<file path="src/rtl/icache_refill_ctrl_if.sv">
// Memory read port between the refill controller (master) and the memory system (slave).
// One read beat returns per granted request.
interface icache_refill_ctrl_if #(
  parameter int unsigned ADDR_W = 32
) ();
  logic              req;
  logic [ADDR_W-1:0] addr;
  logic              gnt;
  logic              rvalid;
  logic [31:0]       rdata;

  modport master (output req, addr, input gnt, rvalid, rdata);
  modport slave  (input req, addr, output gnt, rvalid, rdata);
endinterface

</file>
<file path="src/rtl/icache_refill_ctrl.sv">
// Instruction cache line refill: fetches the four words of a missing line in order,
// writes them to the data array, then validates the tag unless a flush aborted it.
module icache_refill_ctrl #(
  parameter  int unsigned ADDR_W     = 32,
  parameter  int unsigned TAG_W      = 22,
  parameter  int unsigned INDEX_W    = 6,
  parameter  int unsigned LINE_WORDS = 4,
  localparam int unsigned WORD_W     = $clog2(LINE_WORDS)
) (
  input  logic                clk,
  input  logic                rst,
  input  logic                miss_req,
  input  logic [ADDR_W-1:0]   miss_addr,
  input  logic                flush_req,
  output logic                refill_busy,
  output logic                refill_done,
  icache_refill_ctrl_if.master mem,
  output logic                data_we,
  output logic [INDEX_W-1:0]  data_index,
  output logic [WORD_W-1:0]   data_word,
  output logic [31:0]         data_wdata,
  output logic                update_valid,
  output logic [INDEX_W-1:0]  update_index,
  output logic [TAG_W-1:0]    update_tag,
  output logic                flush_all
);

  localparam logic [WORD_W-1:0] LastWord = WORD_W'(LINE_WORDS - 1);

  typedef enum logic [2:0] {StIdle, StReq, StWait, StTag, StDone} state_e;

  state_e             state_q;
  logic [TAG_W-1:0]   tag_q;
  logic [INDEX_W-1:0] index_q;
  logic [WORD_W-1:0]  cnt_q;
  logic               abort_q;
  logic               flush_all_q;

  always_ff @(posedge clk) begin
    if (rst) begin
      state_q     <= StIdle;
      tag_q       <= '0;
      index_q     <= '0;
      cnt_q       <= '0;
      abort_q     <= 1'b0;
      flush_all_q <= 1'b0;
    end else begin
      flush_all_q <= flush_req;
      if (flush_req && state_q != StIdle) abort_q <= 1'b1;
      unique case (state_q)
        StIdle: begin
          if (miss_req) begin
            tag_q   <= miss_addr[ADDR_W-1 -: TAG_W];
            index_q <= miss_addr[ADDR_W-TAG_W-1 -: INDEX_W];
            cnt_q   <= '0;
            state_q <= StReq;
          end
        end
        StReq: begin
          if (mem.gnt) state_q <= StWait;
        end
        StWait: begin
          if (mem.rvalid) begin
            if (cnt_q == LastWord) begin
              state_q <= StTag;
            end else begin
              cnt_q   <= cnt_q + WORD_W'(1);
              state_q <= StReq;
            end
          end
        end
        StTag: state_q <= StDone;
        StDone: begin
          // Clearing here outranks a flush landing in the same cycle.
          abort_q <= 1'b0;
          state_q <= StIdle;
        end
        default: state_q <= StIdle;
      endcase
    end
  end

  always_comb begin
    refill_busy  = (state_q != StIdle);
    refill_done  = (state_q == StDone);
    mem.req      = (state_q == StReq);
    mem.addr     = {tag_q, index_q, cnt_q, 2'b00};
    data_we      = (state_q == StWait) && mem.rvalid;
    data_index   = index_q;
    data_word    = cnt_q;
    data_wdata   = data_we ? mem.rdata : '0;
    // A flush in the tag cycle itself wins over the validate.
    update_valid = (state_q == StTag) && !abort_q && !flush_req && !rst;
    update_index = index_q;
    update_tag   = tag_q;
    flush_all    = flush_all_q;
  end

endmodule

</file>
<file path="src/flat_wrapper.sv">
// flat-port wrapper written by rule: the top's interface ports become plain ports
module icache_refill_ctrl_flat 
#(
  parameter  int unsigned ADDR_W     = 32,
  parameter  int unsigned TAG_W      = 22,
  parameter  int unsigned INDEX_W    = 6,
  parameter  int unsigned LINE_WORDS = 4,
  localparam int unsigned WORD_W     = $clog2(LINE_WORDS)
)
  (clk, rst, miss_req, miss_addr, flush_req, refill_busy, refill_done, data_we, data_index, data_word, data_wdata, update_valid, update_index, update_tag, flush_all, mem_req, mem_addr, mem_gnt, mem_rvalid, mem_rdata);
  icache_refill_ctrl_if #(.ADDR_W(ADDR_W)) mem_i ();
  input  logic clk;
  input  logic rst;
  input  logic miss_req;
  input  logic [ADDR_W-1:0] miss_addr;
  input  logic flush_req;
  output logic refill_busy;
  output logic refill_done;
  output logic data_we;
  output logic [INDEX_W-1:0] data_index;
  output logic [WORD_W-1:0] data_word;
  output logic [31:0] data_wdata;
  output logic update_valid;
  output logic [INDEX_W-1:0] update_index;
  output logic [TAG_W-1:0] update_tag;
  output logic flush_all;
  output wire logic [$bits(mem_i.req)-1:0] mem_req;
  output wire logic [$bits(mem_i.addr)-1:0] mem_addr;
  input wire logic [$bits(mem_i.gnt)-1:0] mem_gnt;
  input wire logic [$bits(mem_i.rvalid)-1:0] mem_rvalid;
  input wire logic [$bits(mem_i.rdata)-1:0] mem_rdata;
  assign mem_req = mem_i.req;
  assign mem_addr = mem_i.addr;
  assign mem_i.gnt = mem_gnt;
  assign mem_i.rvalid = mem_rvalid;
  assign mem_i.rdata = mem_rdata;
  icache_refill_ctrl #(.ADDR_W(ADDR_W), .TAG_W(TAG_W), .INDEX_W(INDEX_W), .LINE_WORDS(LINE_WORDS)) u_core (.clk(clk), .rst(rst), .miss_req(miss_req), .miss_addr(miss_addr), .flush_req(flush_req), .refill_busy(refill_busy), .refill_done(refill_done), .mem(mem_i), .data_we(data_we), .data_index(data_index), .data_word(data_word), .data_wdata(data_wdata), .update_valid(update_valid), .update_index(update_index), .update_tag(update_tag), .flush_all(flush_all));
endmodule
</file>
<file path="config.mk">
export PLATFORM = sky130hd
export DESIGN_NAME = icache_refill_ctrl_flat
export DESIGN_NICKNAME = d
export VERILOG_FILES = /design/src/rtl/icache_refill_ctrl_if.sv /design/src/rtl/icache_refill_ctrl.sv /design/src/flat_wrapper.sv
export SDC_FILE = /design/constraint.sdc
export NUM_CORES = 1
export LEC_CHECK = 0
export ABC_AREA = 1
export ABC_CLOCK_PERIOD_IN_PS = 1600
export CORE_MARGIN = 4
export CORE_UTILIZATION = 34
export CTS_CLUSTER_DIAMETER = 80
export DETAILED_ROUTE_END_ITERATION = 10
export PLACE_DENSITY = 0.82
export SETUP_SLACK_MARGIN = 0.1
export SKIP_LAST_GASP = 1
export SYNTH_ARGS = -nofsm -noshare
export SYNTH_HDL_FRONTEND = slang
export SYNTH_SLANG_ARGS = --single-unit
</file>
<file path="constraint.sdc">
create_clock -name clk -period 1.6 [get_ports clk]
set_input_delay 0.32 -clock clk [delete_from_list [all_inputs] [get_ports clk]]
set_output_delay 0.32 -clock clk [all_outputs]
set_load 0.01 [all_outputs]
</file>
### After elaboration in Yosys (flattened, before gate mapping)

Index checks and enable logic that the tools add are counted.

* $add $sub $neg: 1
* equality and inequality tests: 9
* mux-type cells: 10
* reductions and logical operators: 15

Operators with widths (count)
* $mux W32: 1
* $pmux W3 S4: 1
* $mux W3: 3
* $mux W2: 4
* $eq A3 B2 Y1 const B: 2
* $ne A2 B2 Y1 const B: 3
* $logic_and A1 B1 Y1: 5
* $pmux W2 S2: 1
* $reduce_and A4 Y1: 1
* $eq A3 B1 Y1 const B: 1
* $eq A3 B3 Y1 const B: 1
* $logic_not A1 Y1: 3
* $logic_not A3 Y1: 1
* $reduce_and A3 Y1: 1
* $reduce_bool A3 Y1: 1
* $add A2 B1 Y2 const B: 1
* $eq A2 B2 Y1 const B: 1
* $ne A2 B1 Y1 const B: 1
* $reduce_and A2 Y1: 1
* $reduce_bool A2 Y1: 1
* $reduce_or A2 Y1: 1

* bits in registers: 35
* input bits: 70
* word-level logic and storage cells: 41

### Longest topological paths before layout

Gate-level depths: netlist of run 1.

* depth after elaboration: 4
* depth in mapped cells: 8

### Worst setup path after synthesis of run 1

Ideal clock, no wire load.

* kind: flip-flop to output port
* from: reg u_core.state_q[0]
* to: out data_wdata[0]
* arrival: 1110 ps
* required time: 1280 ps
* slack: 170 ps
* cell stages (with the launch flop): 8
* buffers on the path: 2
* path through: dfxtp_1 -> nor2_2 -> buf_6 -> nand2_4 -> nor2_8 -> inv_4 -> buf_12 -> nor2_4

* word-level cells in the longest chain between the ends: 3

Ends and longest elaborated chain
* start, declared: RTL line icache_refill_ctrl.sv:32 `state_e state_q;`
* start signal, assigned: RTL line icache_refill_ctrl.sv:41 `state_q <= StIdle;`
* start signal, assigned: RTL line icache_refill_ctrl.sv:56 `state_q <= StReq;`
* start signal, assigned: RTL line icache_refill_ctrl.sv:60 `if (mem.gnt) state_q <= StWait;`
* $eq A3 B2 Y1: RTL line icache_refill_ctrl.sv:88 `data_we = (state_q == StWait) && mem.rvalid;`
* $logic_and A1 B1 Y1: RTL line icache_refill_ctrl.sv:88
* via data_we: RTL line flat_wrapper.sv:19 `output logic data_we;`
* $mux W32: RTL line icache_refill_ctrl.sv:91 `data_wdata = data_we ? mem.rdata : '0;`
* end, declared: RTL line flat_wrapper.sv:22 `output logic [31:0] data_wdata;`

The timed path passes the listed nets, and every way through them passes these cells.

### Final worst setup path of run 1

* from: reg u_core.state_q[0]
* to: out data_wdata[2]

* word-level cells in the longest chain between the ends: 3

Ends and longest elaborated chain (RTL line)
* $eq A3 B2 Y1: icache_refill_ctrl.sv:88
* $logic_and A1 B1 Y1: icache_refill_ctrl.sv:88
* $mux W32: icache_refill_ctrl.sv:91

No other way between the ends.

==> impl_metrics.py, run 1 <==
metrics = {
    "clock_tree": {
        "numCtsBuffers": 5,
        "clockBufferDepth": 2,
        "clk_latency_ns": 0.28,
        "clkTransAtPathRegs_ns": 0.07,
        "cts_tree": "yes",
        "cts.sinks": 35,
        "htree_levels": 2,
        "cts_root_buf": "clkbuf_8",
        "hold_buffers": 0,
    },
    "worst_setup_path": {
        "cp_max_fo": 7,
        "cp_data_required_time_ns": 1.28,
        "crit_arrival_ns": 1.38,
        "timing.rr.end": "u_core.update_tag[13]",
        "slowest_delay_ns": 0.34,
        "cp_num_buf_inv": 3,
        "path_class": "reg -> out",
        "setup.worst_path.start_class": "flip-flop",
        "path_cells": "nor2_4 -> nand2_4 -> nor2_8 -> inv_8 -> buf_12 -> nor2_4 -> buf_6",
        "crit_top_cell": "nor2_4",
        "r2r_setup_slack_ns": 0.17,
        "cp_top_family": "simple AND/OR/NAND/NOR gates",
        "crit_path_end_kind": "primary output",
        "rr_worst_depth": 8,
        "cp_slowest_cell": "dfxtp_2",
        "r2r-start": "u_core.state_q[0]",
    },
    "flow_run": {
        "max_cap_viol_count": 0,
    },
    "synth": {
        "syn-cell-area_um2": 2256,
        "synth.top_cell.area_share_pct": 31.06,
        "synth.distinct_cells": 27,
        "synthMuxAreaShare_pct": 0,
        "yosys.area.top_type": "dfxtp_1",
        "ys_seq_elements": 35,
        "synth-adder-area-share_pct": 0.5546,
        "synth_top_family_by_area": "buffers and inverters",
        "yosysWarnings": 0,
        "synthTopCellsByArea": "dfxtp_1 (31%), nor2_4 (15%), buf_4 (13%)",
        "ys_seq_area_share_pct": 31.06,
        "synth-xor-area-share_pct": 0,
        "synth_compound_area_share_pct": 13.48,
        "avgSynthCellArea_um2": 7.806,
        "synth_simple_gate_area_share_pct": 22.91,
        "syn_inst": 289,
    },
    "drt": {
        "dr_wl_met2_mm": 3.507,
        "drt_wl_total_mm": 6.693,
        "top_layer": "met4",
        "vias": 2211,
        "wire_per_inst_um": 13.07,
        "dr.pass1.iters": 4,
        "wl_met3_um": 877,
        "wl_met1_mm": 2.250,
        "ant_nets": 0,
        "avgViaCountPerCell": 4.318,
        "drtIter0Drc": 79,
        "drc": 0,
    },
    "worst_hold_path": {
        "hp-start": "u_core.update_tag[9]",
        "holdPathEnd": "u_core.update_tag[9]",
        "holdPathStages": 2,
        "hold_class": "reg -> reg",
    },
    "die": {
        "dieArea_um2": 8002,
        "fp.coreArea_um2": 6386,
        "die_y_um": 89.46,
        "pin_count": 176,
        "initial_core_util_pct": 35.33,
        "die_width_um": 89.46,
        "rows": 29,
    },
    "timing": {
        "whs_ns": 0.4570,
        "finalMaxSlewViolations": 0,
        "rsz0062_at_grt": "true",
        "final_hold_viol_count": 0,
        "finalCritPeriodShare_pct": 106.3,
        "finalClockSkew_ns": 0.004323,
        "setup_ws_ns": -0.1009,
        "fmax_mhz": 587.9,
        "min_period_ns": 1.701,
        "setup_viol": 30,
    },
    "layout": {
        "multi_input_area_um2": 858.3,
        "ff_latch_area_um2": 705.7,
        "nFillCells": 578,
        "drive_gt1_share_pct": 24.83,
        "syn2layout_area_growth_pct": 74.54,
        "nets": 505,
        "diodes": 0,
    },
    "global_routing": {
        "grt_max_degree": 57,
        "grt_pass1_wl_mm": 9.901,
        "grt.overflow.total": 0,
        "grt_use_total_pct": 15.83,
        "antenna_found_initial": 0,
        "grt_pass1_vias": 2193,
    },
    "outcome": {
        "violations": "setup timing",
        "outcome": "finished with violations",
    },
    "power_and_ir_drop": {
        "power_mw": 3.294,
        "power_density_nw_per_um2": 836.6,
        "vdd_ir_drop_max_mv": 0.4532,
        "leakagePower_nw": 2.019,
    },
    "placement": {
        "finalWeightedCongestion": 0.8429,
        "dp_hpwl_mm": 5.378,
        "io_buffers": 169,
    },
}
## layout make-up
| class | count | area share (%) |
|---|---|---|
| Clock inverter | 3 | 1.112 |
| Sequential cell | 35 | 17.92 |
| Tap cell | 77 | 2.447 |
| Clock buffer | 5 | 1.748 |
| Inverter | 77 | 7.595 |
| Multi-Input combinational cell | 126 | 21.80 |
| Timing Repair Buffer | 189 | 47.38 |
## synth_stat cells (all sizes together)
| cell | count |
|---|---|
| a211oi | 1 |
| a21oi | 29 |
| a31oi | 1 |
| buf | 48 |
| clkbuf | 4 |
| conb | 1 |
| dfxtp | 35 |
| ha | 1 |
| inv | 77 |
| nand2 | 9 |
| nand3 | 10 |
| nand4 | 3 |
| nor2 | 39 |
| nor3 | 1 |
| nor4 | 1 |
| o21ai | 29 |
## layer usage
layer | track usage, % | vias up
li1 | - | 1118
met3 | 6.175 | 6
met1 | 16.24 | 966
met5 | 0 | -
met4 | 4.330 | 0
met2 | 29.67 | 121
## kinds of logic after synthesis
kind of cell	Yosys count
flops	35
other cells	1
buf+inv	129
simple gates	63
compound gates	60
fa+ha+maj	1
## what timing repair did
item | in CTS | in global routing
endpoints found under the setup margin | 103 | 48
cloned | 2 | 0
pin swaps | 3 | 6
buffers inserted | 2 | 1
gates resized for setup | 258 | 8
## worst min-delay path: stages (launching register included)
cell and delay (ns):
dfxtp_1 0.32, inv_1 0.05, a21oi_1 0.05
## how the worst max path moves through the flow
stage | start | end | cells past startpoint
2_1_floorplan | u_core.state_q[0] | data_wdata[0] | 7
3_3_place_gp | mem_rvalid | data_wdata[0] | 7
3_5_place_dp | mem_rvalid | data_wdata[20] | 7
4_1_cts | u_core.state_q[2] | data_wdata[18] | 7
5_1_grt | u_core.state_q[0] | data_wdata[2] | 7
6_report | u_core.state_q[0] | data_wdata[2] | 7
## flip-flops by register name (all words and copies together) (netlist names)
name               flops
u_core.abort_q         1
u_core.flush_all       1
u_core.data_word       2
u_core.state_q         3
u_core.update_tag     22
u_core.data_index      6
## layout by cell type (no fill, tap or decap)
cell type	synthesis	final
a211oi_1	1	1
a21oi_1	29	29
a31oi_1	1	1
buf_12	3	4
buf_16	0	2
buf_2	2	6
buf_4	38	12
buf_6	5	32
bufinv_16	0	1
clkbuf_8	0	5
clkdlybuf4s50_1	0	65
clkinv_2	0	1
clkinv_4	0	1
conb_1	1	2
dfxtp_1	35	31
dfxtp_2	0	4
dlygate4sd2_1	0	67
dlymetal6s2s_1	0	1
ha_1	1	1
inv_1	75	74
inv_2	1	1
inv_4	1	1
inv_8	0	1
nand2_1	8	8
nand2_4	1	1
nand3_1	9	8
nand3_2	1	2
nand4_1	3	3
nor2_1	7	6
nor2_2	1	1
nor2_4	30	31
nor2_8	1	1
nor3_2	0	1
nor4_1	1	1
o21ai_0	25	18
o21ai_1	4	11
## per-stage QoR
stage / utilization, % / std cells / instance area (um2) / setup TNS (ns) / setup WS [ns]
finish: 61.66 / 512 / 3938 / -2.192 / -0.1009
global route: 61.66 / 512 / 3938 / -3.679 / -0.1598
CTS: 61.50 / 511 / 3928 / -3.375 / -0.1225
detailed placement: 59.25 / 499 / 3784 / -18.89 / -0.5985
global placement: 59.25 / 499 / 3784 / -18.07 / -0.5626
floorplan: - / 290 / 2260 / 0 / 0.1700
## power by group
part / switching [mW] / internal, mW / total [mW] / leakage [nW]
clock network: 0.318 / 0.464 / 0.782 / 0.0581
registers: 0.105 / 1.01 / 1.11 / 0.291
logic: 0.683 / 0.717 / 1.40 / 1.67
Note: power is estimated with default switching activity, not from simulation.
==> inputs of run 2 (changes only) <==
- SETUP_SLACK_MARGIN: 0.1 -> not set
==> impl_metrics.py, run 2 (same netlist as run 1, synthesis figures left out) <==
metrics = {
    "outcome": {
        "outcome": "finished with violations",
        "violations": "setup timing",
    },
    "drt": {
        "drc": 0,
        "drt_wl_total_mm": 6.736,
        "wl_met1_mm": 2.320,
        "wire_per_inst_um": 13.21,
        "top_layer": "met4",
        "dr_wl_met2_mm": 3.468,
        "vias": 2193,
        "ant_nets": 0,
        "dr.pass1.iters": 4,
        "avgViaCountPerCell": 4.300,
        "drtIter0Drc": 63,
        "wl_met3_um": 889,
    },
    "timing": {
        "fmax_mhz": 589.6,
        "finalCritPeriodShare_pct": 106.0,
        "setup_ws_ns": -0.09601,
        "setup_viol": 32,
        "rsz0062_at_grt": "true",
        "finalMaxSlewViolations": 0,
        "finalClockSkew_ns": 0.004276,
        "min_period_ns": 1.696,
        "tns_ns": -2.129,
        "final_hold_viol_count": 0,
        "whs_ns": 0.4635,
    },
    "global_routing": {
        "antenna_found_initial": 0,
        "grt_use_total_pct": 15.60,
        "grt.overflow.total": 0,
        "grt_pass1_wl_mm": 9.742,
        "grt_max_degree": 57,
        "grt_pass1_vias": 2165,
    },
    "worst_setup_path": {
        "cp_data_required_time_ns": 1.28,
        "crit_arrival_ns": 1.38,
        "path_class": "reg -> out",
        "r2r_setup_slack_ns": 0.27,
        "rr_worst_depth": 7,
        "crit_path_end_kind": "primary output",
        "r2r-start": "u_core.state_q[1]",
        "cp_max_fo": 7,
        "timing.rr.end": "u_core.update_tag[17]",
        "setup.worst_path.start_class": "flip-flop",
    },
    "layout": {
        "nets": 503,
        "final_cell_area_um2": 4018,
        "drive_gt1_share_pct": 23.79,
        "mostFrequentLayoutCell": "clkdlybuf4s50_1",
        "fin_cells": 510,
        "ff_latch_area_um2": 705.7,
        "largest_register_ffs": 22,
        "multi_input_area_um2": 853.3,
        "nFillCells": 542,
        "layout_common_cells": "clkdlybuf4s50_1 (119), inv_1 (74), nor2_4 (31), dfxtp_1 (31), buf_6 (30)",
        "diodes": 0,
        "syn2layout_area_growth_pct": 78.09,
    },
    "clock_tree": {
        "clk_latency_ns": 0.28,
        "cts_tree": "yes",
        "htree_levels": 2,
        "cts_root_buf": "clkbuf_8",
        "numCtsBuffers": 5,
        "clkTransAtPathRegs_ns": 0.07,
        "cts.sinks": 35,
        "clockBufferDepth": 2,
    },
    "placement": {
        "dp_hpwl_mm": 5.378,
        "place_inst": 499,
        "io_buffers": 169,
        "place_area_um2": 3784,
        "finalWeightedCongestion": 0.8429,
    },
    "worst_hold_path": {
        "holdPathStages": 2,
        "holdPathEnd": "u_core.update_tag[9]",
        "hold_class": "reg -> reg",
        "hp-start": "u_core.update_tag[9]",
    },
    "die": {
        "die_y_um": 89.46,
        "dieArea_um2": 8002,
        "fp.coreArea_um2": 6386,
        "rows": 29,
        "pin_count": 176,
        "initial_core_util_pct": 35.33,
        "die_width_um": 89.46,
    },
    "power_and_ir_drop": {
        "power_density_nw_per_um2": 852.3,
        "vdd_ir_drop_max_mv": 0.4908,
        "leakagePower_nw": 1.918,
    },
    "flow_run": {
        "max_cap_viol_count": 0,
    },
}
## run 2: cell count changes in the layout (fill, tap and decap cells not counted)
cell and delta:
buf_2 -3, dlymetal6s2s_1 +9, o21ai_0 +7, o21ai_1 -7, nand3_2 -1, inv_4 -1
buf_6 -2, clkdlybuf4s15_1 +1, dlygate4sd2_1 -62, clkdlybuf4s50_1 +54, inv_2 +1, nand3_1 +1
clkbuf_2 +1
## run 2: through the flow
stage	setup WS, ns	util, %	total power [mW]
2_1_floorplan	0.1700	-	1.964
3_3_place_gp	-0.5626	59.25	2.611
3_5_place_dp	-0.5985	59.25	2.646
4_1_cts	-0.1226	62.46	3.476
5_1_grt	-0.1601	62.91	3.639
6_report	-0.09601	62.91	3.424
## run 2: timing repair
item	CTS	global route
setup endpoints to repair	40	46
gates resized for setup	183	12
cloned	2	0
hold buffers	0	0
setup buffers	1	1
endpoints found under the hold margin	0	0
pin swaps	3	6
## run 2: worst max path at each step
stage,from,endpoint,slack [ns],cells past startpoint
2_1_floorplan,u_core.state_q[0],data_wdata[0],0.17,7
3_3_place_gp,mem_rvalid,data_wdata[0],-0.56,7
3_5_place_dp,mem_rvalid,data_wdata[20],-0.60,7
4_1_cts,u_core.state_q[2],data_wdata[18],-0.12,7
5_1_grt,u_core.state_q[0],data_wdata[2],-0.16,7
6_report,u_core.state_q[0],data_wdata[2],-0.1,7
## run 2: critical path, cell delays in order (launching register included)
cell and delay [ns]:
dfxtp_2 0.34, nor2_4 0.14, nand2_4 0.08, nor2_8 0.11
inv_8 0.07, buf_12 0.15, nor2_4 0.11, buf_6 0.10
## run 2: area by class of cell
cell class | instances | area share, %
Sequential cell | 35 | 17.56
Clock buffer | 5 | 1.713
Clock inverter | 3 | 1.090
Multi-Input combinational cell | 126 | 21.24
Timing Repair Buffer | 187 | 48.61
Tap cell | 77 | 2.398
Inverter | 77 | 7.381
## run 2: per-layer routing
metal | track usage [%] | vias up
met5 | 0 | -
met4 | 4.330 | 0
met3 | 6.175 | 6
met2 | 28.80 | 126
met1 | 16.30 | 947
li1 | - | 1114
## run 2: where the power goes
part / switching, mW / internal (mW)
Sequential: 0.114 / 1.01
Clock: 0.319 / 0.464
Combinational: 0.672 / 0.848
Total: 1.11 / 2.32
